--- config.mk ---
export PLATFORM = sky130hd
export DESIGN_NAME = cache_miss_ctrl
export DESIGN_NICKNAME = d
export VERILOG_FILES = /design/src/rtl/cache_miss_ctrl.sv
export SDC_FILE = /design/constraint.sdc
export NUM_CORES = 1
export LEC_CHECK = 0
export BUFFER_PORTS_ARGS = -buffer_cell sky130_fd_sc_hd__buf_2
export CORE_UTILIZATION = 50
export DETAILED_ROUTE_END_ITERATION = 8
export GPL_ROUTABILITY_DRIVEN = 0
export PLACE_DENSITY = 0.83
export SLEW_MARGIN = 20
export SYNTH_ARGS = -nofsm -noshare
export SYNTH_HDL_FRONTEND = slang
export SYNTH_SLANG_ARGS = --single-unit
--- constraint.sdc ---
create_clock -name Clk -period 3.1 [get_ports Clk]
set_input_delay 0 -clock Clk [delete_from_list [all_inputs] [get_ports Clk]]
set_output_delay 0 -clock Clk [all_outputs]
set_load 0.02 [all_outputs]
--- src/rtl/cache_miss_ctrl.sv ---
// rtl/cache_miss_ctrl.sv - miss controller for a write-back, write-allocate, direct-mapped cache
//
// Purpose: a single FSM that serves read and write misses. The dirty-victim
// write-back (LW) overlaps the line fill (LB). Same-line hazards against an
// in-flight fill are resolved by stalling the pipeline.
//
// Optional feature macro: CACHE_CRIT_WORD_EN
//   defined     - early restart: a read miss forwards the critical word and
//                 lets hits to other lines proceed while the fill runs (BG)
//   not defined - CrtWord tied to 0, LB_FirstWord ignored, read misses
//                 stall until the refill completes
//
// Ports:
//   Clk, Rst_n               clock (rising edge), async active-low reset
//   En, RW, Addr             memory-stage access (RW=1 write)
//   C_Miss, C_Dirty          tag-miss and victim-dirty flags from the array
//   Stall                    freeze the pipeline (combinational)
//   R_Enable, W_Enable       processor read / word-write strobes
//   WriteType, Merge         line write from LB, merge pending store word
//   LB_Start, LB_Addr        fill start pulse and line-aligned miss address
//   LB_FirstWord, LB_Done    critical word valid / fill complete
//   LW_Start, LW_Done        victim write-back start pulse / complete
//   CrtWord                  select the LB critical word onto read data
//   Busy, Err                FSM not idle / sticky fill timeout
module cache_miss_ctrl #(
  parameter int ADDR_W   = 32,
  parameter int OFFSET_W = 5,
  parameter int INDEX_W  = 7,
  parameter int FILL_TMO = 1023
) (
  input  logic              Clk,
  input  logic              Rst_n,
  input  logic              En,
  input  logic              RW,
  input  logic [ADDR_W-1:0] Addr,
  input  logic              C_Miss,
  input  logic              C_Dirty,
  output logic              Stall,
  output logic              R_Enable,
  output logic              W_Enable,
  output logic              WriteType,
  output logic              Merge,
  output logic              LB_Start,
  input  logic              LB_FirstWord,
  input  logic              LB_Done,
  output logic              LW_Start,
  input  logic              LW_Done,
  output logic [ADDR_W-1:0] LB_Addr,
  output logic              CrtWord,
  output logic              Busy,
  output logic              Err
);

  localparam int LINE_HI = OFFSET_W + INDEX_W - 1;
  localparam int TMO_LAST_I = (FILL_TMO > 0) ? FILL_TMO - 1 : 0;
  localparam logic [9:0] TMO_LAST = 10'(TMO_LAST_I);

  typedef enum logic [2:0] {
    S_IDLE,
    S_FILL,
`ifdef CACHE_CRIT_WORD_EN
    S_BG,
`endif
    S_WAITLW,
    S_REFILL
  } state_t;

  state_t      state, state_nxt;
  logic        rw_q;
  logic        lw_pend;
  logic [9:0]  tmo_cnt;
  logic        accept;
  logic        tmo_fire;
  logic        lw_open;
  logic        tmo_hit;
  logic        same_line;

  // Line id comparison against the open miss (BG hazard detection).
  assign same_line = (Addr[LINE_HI:OFFSET_W] == LB_Addr[LINE_HI:OFFSET_W]);
  // A write-back finishing this very cycle counts as already done, so
  // LB_Done/LW_Done coincidences go straight to REFILL.
  assign lw_open   = lw_pend & ~LW_Done;
  assign tmo_hit   = (FILL_TMO != 0) && (tmo_cnt == TMO_LAST);

`ifndef CACHE_CRIT_WORD_EN
  logic unused_first_word;
  assign unused_first_word = LB_FirstWord;
`endif

  always_comb begin
    state_nxt = state;
    Stall     = 1'b0;
    CrtWord   = 1'b0;
    WriteType = 1'b0;
    Merge     = 1'b0;
    accept    = 1'b0;
    tmo_fire  = 1'b0;
    case (state)
      S_IDLE: begin
        // Rst_n qualifies the miss so Stall stays low while in reset.
        if (Rst_n && En && C_Miss) begin
          Stall     = 1'b1;
          accept    = 1'b1;
          state_nxt = S_FILL;
        end
      end
      S_FILL: begin
        Stall = 1'b1;
`ifdef CACHE_CRIT_WORD_EN
        if (!rw_q && LB_FirstWord) begin
          CrtWord = 1'b1;
          Stall   = 1'b0;
        end
`endif
        if (LB_Done) begin
          state_nxt = lw_open ? S_WAITLW : S_REFILL;
        end else if (tmo_hit) begin
          state_nxt = S_IDLE;
          tmo_fire  = 1'b1;
`ifdef CACHE_CRIT_WORD_EN
        end else if (!rw_q && LB_FirstWord) begin
          state_nxt = S_BG;
`endif
        end
      end
`ifdef CACHE_CRIT_WORD_EN
      S_BG: begin
        Stall = En & (same_line | C_Miss | RW);
        if (LB_Done) begin
          state_nxt = lw_open ? S_WAITLW : S_REFILL;
        end else if (tmo_hit) begin
          state_nxt = S_IDLE;
          tmo_fire  = 1'b1;
        end
      end
`endif
      S_WAITLW: begin
        Stall = 1'b1;
        if (!lw_open) state_nxt = S_REFILL;
      end
      S_REFILL: begin
        Stall     = 1'b1;
        WriteType = 1'b1;
        Merge     = rw_q;
        state_nxt = S_IDLE;
      end
      default: state_nxt = S_IDLE;
    endcase
  end

  assign R_Enable = En & ~RW & ~Stall;
  assign W_Enable = En & RW & ~Stall;
  assign Busy     = (state != S_IDLE);

  always_ff @(posedge Clk or negedge Rst_n) begin
    if (!Rst_n) begin
      state    <= S_IDLE;
      LB_Addr  <= '0;
      rw_q     <= 1'b0;
      lw_pend  <= 1'b0;
      tmo_cnt  <= '0;
      Err      <= 1'b0;
      LB_Start <= 1'b0;
      LW_Start <= 1'b0;
    end else begin
      state    <= state_nxt;
      // Start pulses appear together with the latched LB_Addr.
      LB_Start <= accept;
      LW_Start <= accept & C_Dirty;
      if (accept) begin
        LB_Addr <= {Addr[ADDR_W-1:OFFSET_W], {OFFSET_W{1'b0}}};
        rw_q    <= RW;
        lw_pend <= C_Dirty;
        tmo_cnt <= 10'd1;
      end else begin
        if (LW_Done) lw_pend <= 1'b0;
        if (state == S_FILL
`ifdef CACHE_CRIT_WORD_EN
            || state == S_BG
`endif
           ) tmo_cnt <= tmo_cnt + 10'd1;
      end
      if (tmo_fire) Err <= 1'b1;
    end
  end

endmodule
## Word-level counts from Yosys, hierarchy flattened

Cells that the tools add are included.

| storage, ports and cells | value |
|---|---|
| register bits | 45 |
| output and inout bits | 42 |
| bits of input ports | 41 |

| cells by class | value |
|---|---|
| muxes and demuxes | 18 |
| eq/ne operators | 7 |
| $add $sub $neg | 1 |
| bitwise gates (word level) | 9 |
| reduce and logical (&&, ||, !) cells | 8 |

Operator list:

| cell | count |
|---|---|
| $mux W10 | 2 |
| $mux W3 | 4 |
| $add A10 B1 Y10 const B | 1 |
| $eq A10 B10 Y1 const B | 1 |
| $mux W1 | 10 |
| $pmux W3 S3 | 1 |
| $and A1 B1 Y1 | 6 |
| $eq A3 B2 Y1 const B | 2 |
| $ne A2 B2 Y1 const B | 2 |
| $reduce_bool A2 Y1 | 2 |
| $eq A3 B1 Y1 const B | 1 |
| $logic_not A3 Y1 | 1 |
| $ne A3 B3 Y1 const B | 1 |
| $not A1 Y1 | 3 |
| $reduce_and A3 Y1 | 1 |
| $reduce_bool A3 Y1 | 1 |
| $reduce_or A3 Y1 | 1 |
| $logic_and A1 B1 Y1 | 2 |
| $pmux W1 S2 | 1 |

## Logic depth before layout (Yosys ltp)

| depth | value |
|---|---|
| depth after elaboration | 6 |
| mapped depth | 6 |
| gate-level depth less buffers | 5 |

## Worst setup path before layout

No wires, ideal clock.

| timing | value |
|---|---|
| path kind | register -> register |
| start | register state[0] |
| end | register LB_Addr[13] |
| slack | 1.857 ns |
| clock period less this slack | 1.243 ns |
| data required time | 2.984 ns |
| cell stages (with the launch flop) | 7 |
| arrival time | 1.127 ns |
| library setup time | 0.116 ns |
| buffers on the path | 2 |
| path through | dfrtp_1 -> nor2_2 -> nand4_2 -> buf_6 -> buf_6 -> nand2_1 -> nand2_1 |

| between the ends | value |
|---|---|
| word-level cells in the longest chain between the ends | 2 |

RTL lines:

| element | RTL line | RTL |
|---|---|---|
| start, declared | 68 | `state_t state, state_nxt;` |
| start signal, assigned | 166 | `state <= state_nxt;` |
| $logic_not A3 Y1 | 98 | `case (state)` |
| $mux W1 | 98 |  |
| end signal, assigned | 171 | `LB_Addr <= {Addr[ADDR_W-1:OFFSET_W], {OFFSET_W{1'b0}}};` |
| end, declared | 48 | `output logic [ADDR_W-1:0] LB_Addr,` |

No other way between the ends.
A chain may end at the register's enable or synchronous reset.

## Worst setup path in the final report

| timing | value |
|---|---|
| start | register state[0] |
| end | register lw_pend |

| between the ends | value |
|---|---|
| word-level cells in the longest chain between the ends | 3 |
| elaborated cells between the ends (all ways) | 4 |

RTL lines:

| element | RTL line | RTL |
|---|---|---|
| $logic_not A3 Y1 (*) | 98 |  |
| $mux W1 (*) | 98 |  |
| $mux W1 / $reduce_bool A2 Y1 (equally long branches) | n/a |  |
| end signal, assigned | 173 | `lw_pend <= C_Dirty;` |
| end, declared | 70 | `logic lw_pend;` |

Every way passes the cells marked *; elsewhere a longest branch is shown, timed or not.

==> qor.txt <==
Outcome: finished, final reports clean
Crit path capture type: register
Slowest stage delay, CP: 0.54 ns
Post-DRT Antenna Nets: 0
Max IR drop VDD: 0.492 mV
CTS resizes: 0
Number of CTS-inserted buffers: 5
Metal3 WL: 265 um
Cell-by-cell listing of the critical path: nor2_2 > nand4_2 > inv_2 > and2_1 > o21bai_1
Hold crit path type: in -> reg
Cell variety after synth: 34
Inst Count DP: 323
Vias: 1766
Ys Warns: 0
WL met1: 1.95 mm
GRT Util Overall: 0.254
CTS Buffer Depth: 2
DP Wirelength: 2.64 mm
Largest net degree at the start of global routing: 47
Stages on worst setup path: 5
Worst Skew: 0.00555 ns
Yosys reg bits: 44
Synth top cells by count: nand2_1, dfrtp_1, nand3_1
Share of cells above drive strength 1: 0.271
RSZ-0062 raised after global routing: false
Top-area cell type share of the netlist area: 0.567
Drt pass-1 iters: 4
Top delay family on crit path: simple AND/OR/NAND/NOR gates
Mapped Area: 1940 um^2
First-pass GRT wire length: 7.92 mm
Max Slew Vio Count: 0
Worst hold slack: 0.0195 ns
Final net count: 356
Starting density of the core: 0.526
Worst path required time: 3.33 ns
Crit Path Max Fanout: 31
Number of cell rows: 22
Sequential share of the synthesized area: 0.567
Crit-path slowest cell: inv_2
Fin cells: 362
Slew margin rel.: 0.627
Initial antenna violation count: 0
Max Cap Viol: 0
Final period util: 0.638
Synth Instances: 212
Clock root buffer: clkbuf_8
Die width: 64.3 um
DR vias/cell: 4.88
Die height: 64.3 um
Fin crit period: 1.98 ns
Fmax: 505 MHz
Post-synth EDFFs: 0
Final Hold Vio Count: 0
I/O pin total: 83
Top_reg_cell synth: dfrtp_1
Avg Inst Size Synth: 9.16 um^2
Startpoint types: register
Number of global-route vias before repair: 1750
Core outline area: 3690 um^2
Final Util: 0.725
Clock transition at path regs: 0.08 ns
Grt ovf: 0
Max Used Layer: met4
Starting DRT DRC Count: 90
Setup violators final: 0
Asr flop ratio synth: 1.00
WL per Instance: 12.9 um
Cell Pwr Density: 850 nW/um^2
Hold depth: 3
Setup Crit Path Kind: reg -> reg
Setup TNS: 0 ns
Clock tree sinks: 44
H-tree levels: 2
PortBufs: 70
Worst slew pin tran: 0.559 ns
Area leader, netlist: dfrtp_1
Synth area leaders: dfrtp_1, nand2_1, buf_4
Die area: 4140 um^2
Buf/Inv on CP: 1
CTS tree: done
FF-to-FF path depth: 5
Number of inserted diodes: 0
Total power: 2.27 mW
Total routed wirelength: 4.68 mm
Leakage: 1.48 nW
Worst skew pair latency: 0.30 ns
Area Overhead vs Synth: 37.8%
Metal2 WL: 2.43 mm
CP arrival: 2.21 ns
Drc violations: 0
Most frequent cell after synthesis: nand2_1
==> logic make-up (layout without fill, tap and decap cells) <==
| family | count (synthesis) | after routing | share of synthesized area |
|---|---|---|---|
| XOR/XNOR | 1 | 1 | 0.00451 |
| adder cells (fa/ha/maj) | 2 | 2 | 0.0129 |
| flip-flops | 44 | 44 | 0.567 |
| multiplexers | 3 | 3 | 0.0161 |
| buffers and inverters | 20 | 117 | 0.0689 |
| AO/OA/AOI/OAI | 18 | 18 | 0.0573 |
| AND/OR/NAND/NOR | 123 | 123 | 0.271 |
| other | 1 | 6 | 0.00193 |
==> report_power, final <==
part,internal (mW),switching [mW],total (mW)
combinational,0.339,0.601,0.940
sequential,0.804,0.169,0.973
clock,0.160,0.201,0.361
total,1.30,0.972,2.27
==> metrics by stage <==
stage	area, um^2	setup slack [ns]
after floorplan	1960	1.86
after global placement	2270	1.15
after detailed placement	2270	1.13
after CTS	2680	1.10
after global routing	2680	0.935
final	2680	1.12
==> path summary, 6_finish.rpt <==
| path | from | endpoint | slack, ns |
|---|---|---|---|
| max in group asynchronous | Rst_n | LB_Addr[31]$_DFFE_PN0N_ | 2.37 |
| setup / recovery | state[0]$_DFFE_PN0P_ | lw_pend$_DFFE_PN0P_ | 1.12 |
| hold reg to reg | Err$_DFFE_PN0P_ | Err$_DFFE_PN0P_ | 0.46 |
| setup reg to reg | state[0]$_DFFE_PN0P_ | lw_pend$_DFFE_PN0P_ | 1.12 |
| hold / removal | RW | rw_q$_DFFE_PN0N_ | 0.02 |
| min in group asynchronous | Rst_n | Err$_DFFE_PN0P_ | 0.36 |
==> repair_timing <==
item,in CTS,in global routing
setup endpoints to repair,0,0
buffers inserted,0,0
hold endpoints to repair,74,0
hold buffers,31,0
==> worst min-delay path: stages <==
cell and delay, ns:
buf_2 0.11, inv_1 0.07, o21ai_0 0.09
==> sequential cells by signal, indices dropped and copies added (netlist names) <==
signal / flops
rw_q: 1
Err: 1
tmo_cnt: 10
LB_Addr: 27
lw_pend: 1
LW_Start: 1
state: 2
LB_Start: 1
==> layer usage <==
metal / vias up / GRT usage
li1: 871 / -
met4: 0 / 0.0667
met3: 6 / 0.0732
met2: 55 / 0.445
met5: - / 0
met1: 834 / 0.305
==> area by class of cell <==
type                       count  area (um^2)
sequential                    44         1100
fill                         264         1010
multi-input combinational    153          726
timing repair buffer         103          676
clock buffer                   5         68.8
tap                           48         60.1
inverter                       6         22.5
clock inverter                 3         21.3
==> cells in the final DEF (no fill, tap or decap), types with 3 or more instances in the layout <==
cell           synthesis  layout
nand2_1               88      88
buf_2                  2      70
dfrtp_1               44      44
dlygate4sd3_1          0      31
nand3_1               11      11
nor2_1                 8       8
conb_1                 1       6
inv_1                  5       5
a21oi_1                5       5
clkbuf_8               0       5
o21ai_0                4       4
and2_1                 3       3
Note: power is estimated with default switching activity, not from simulation.
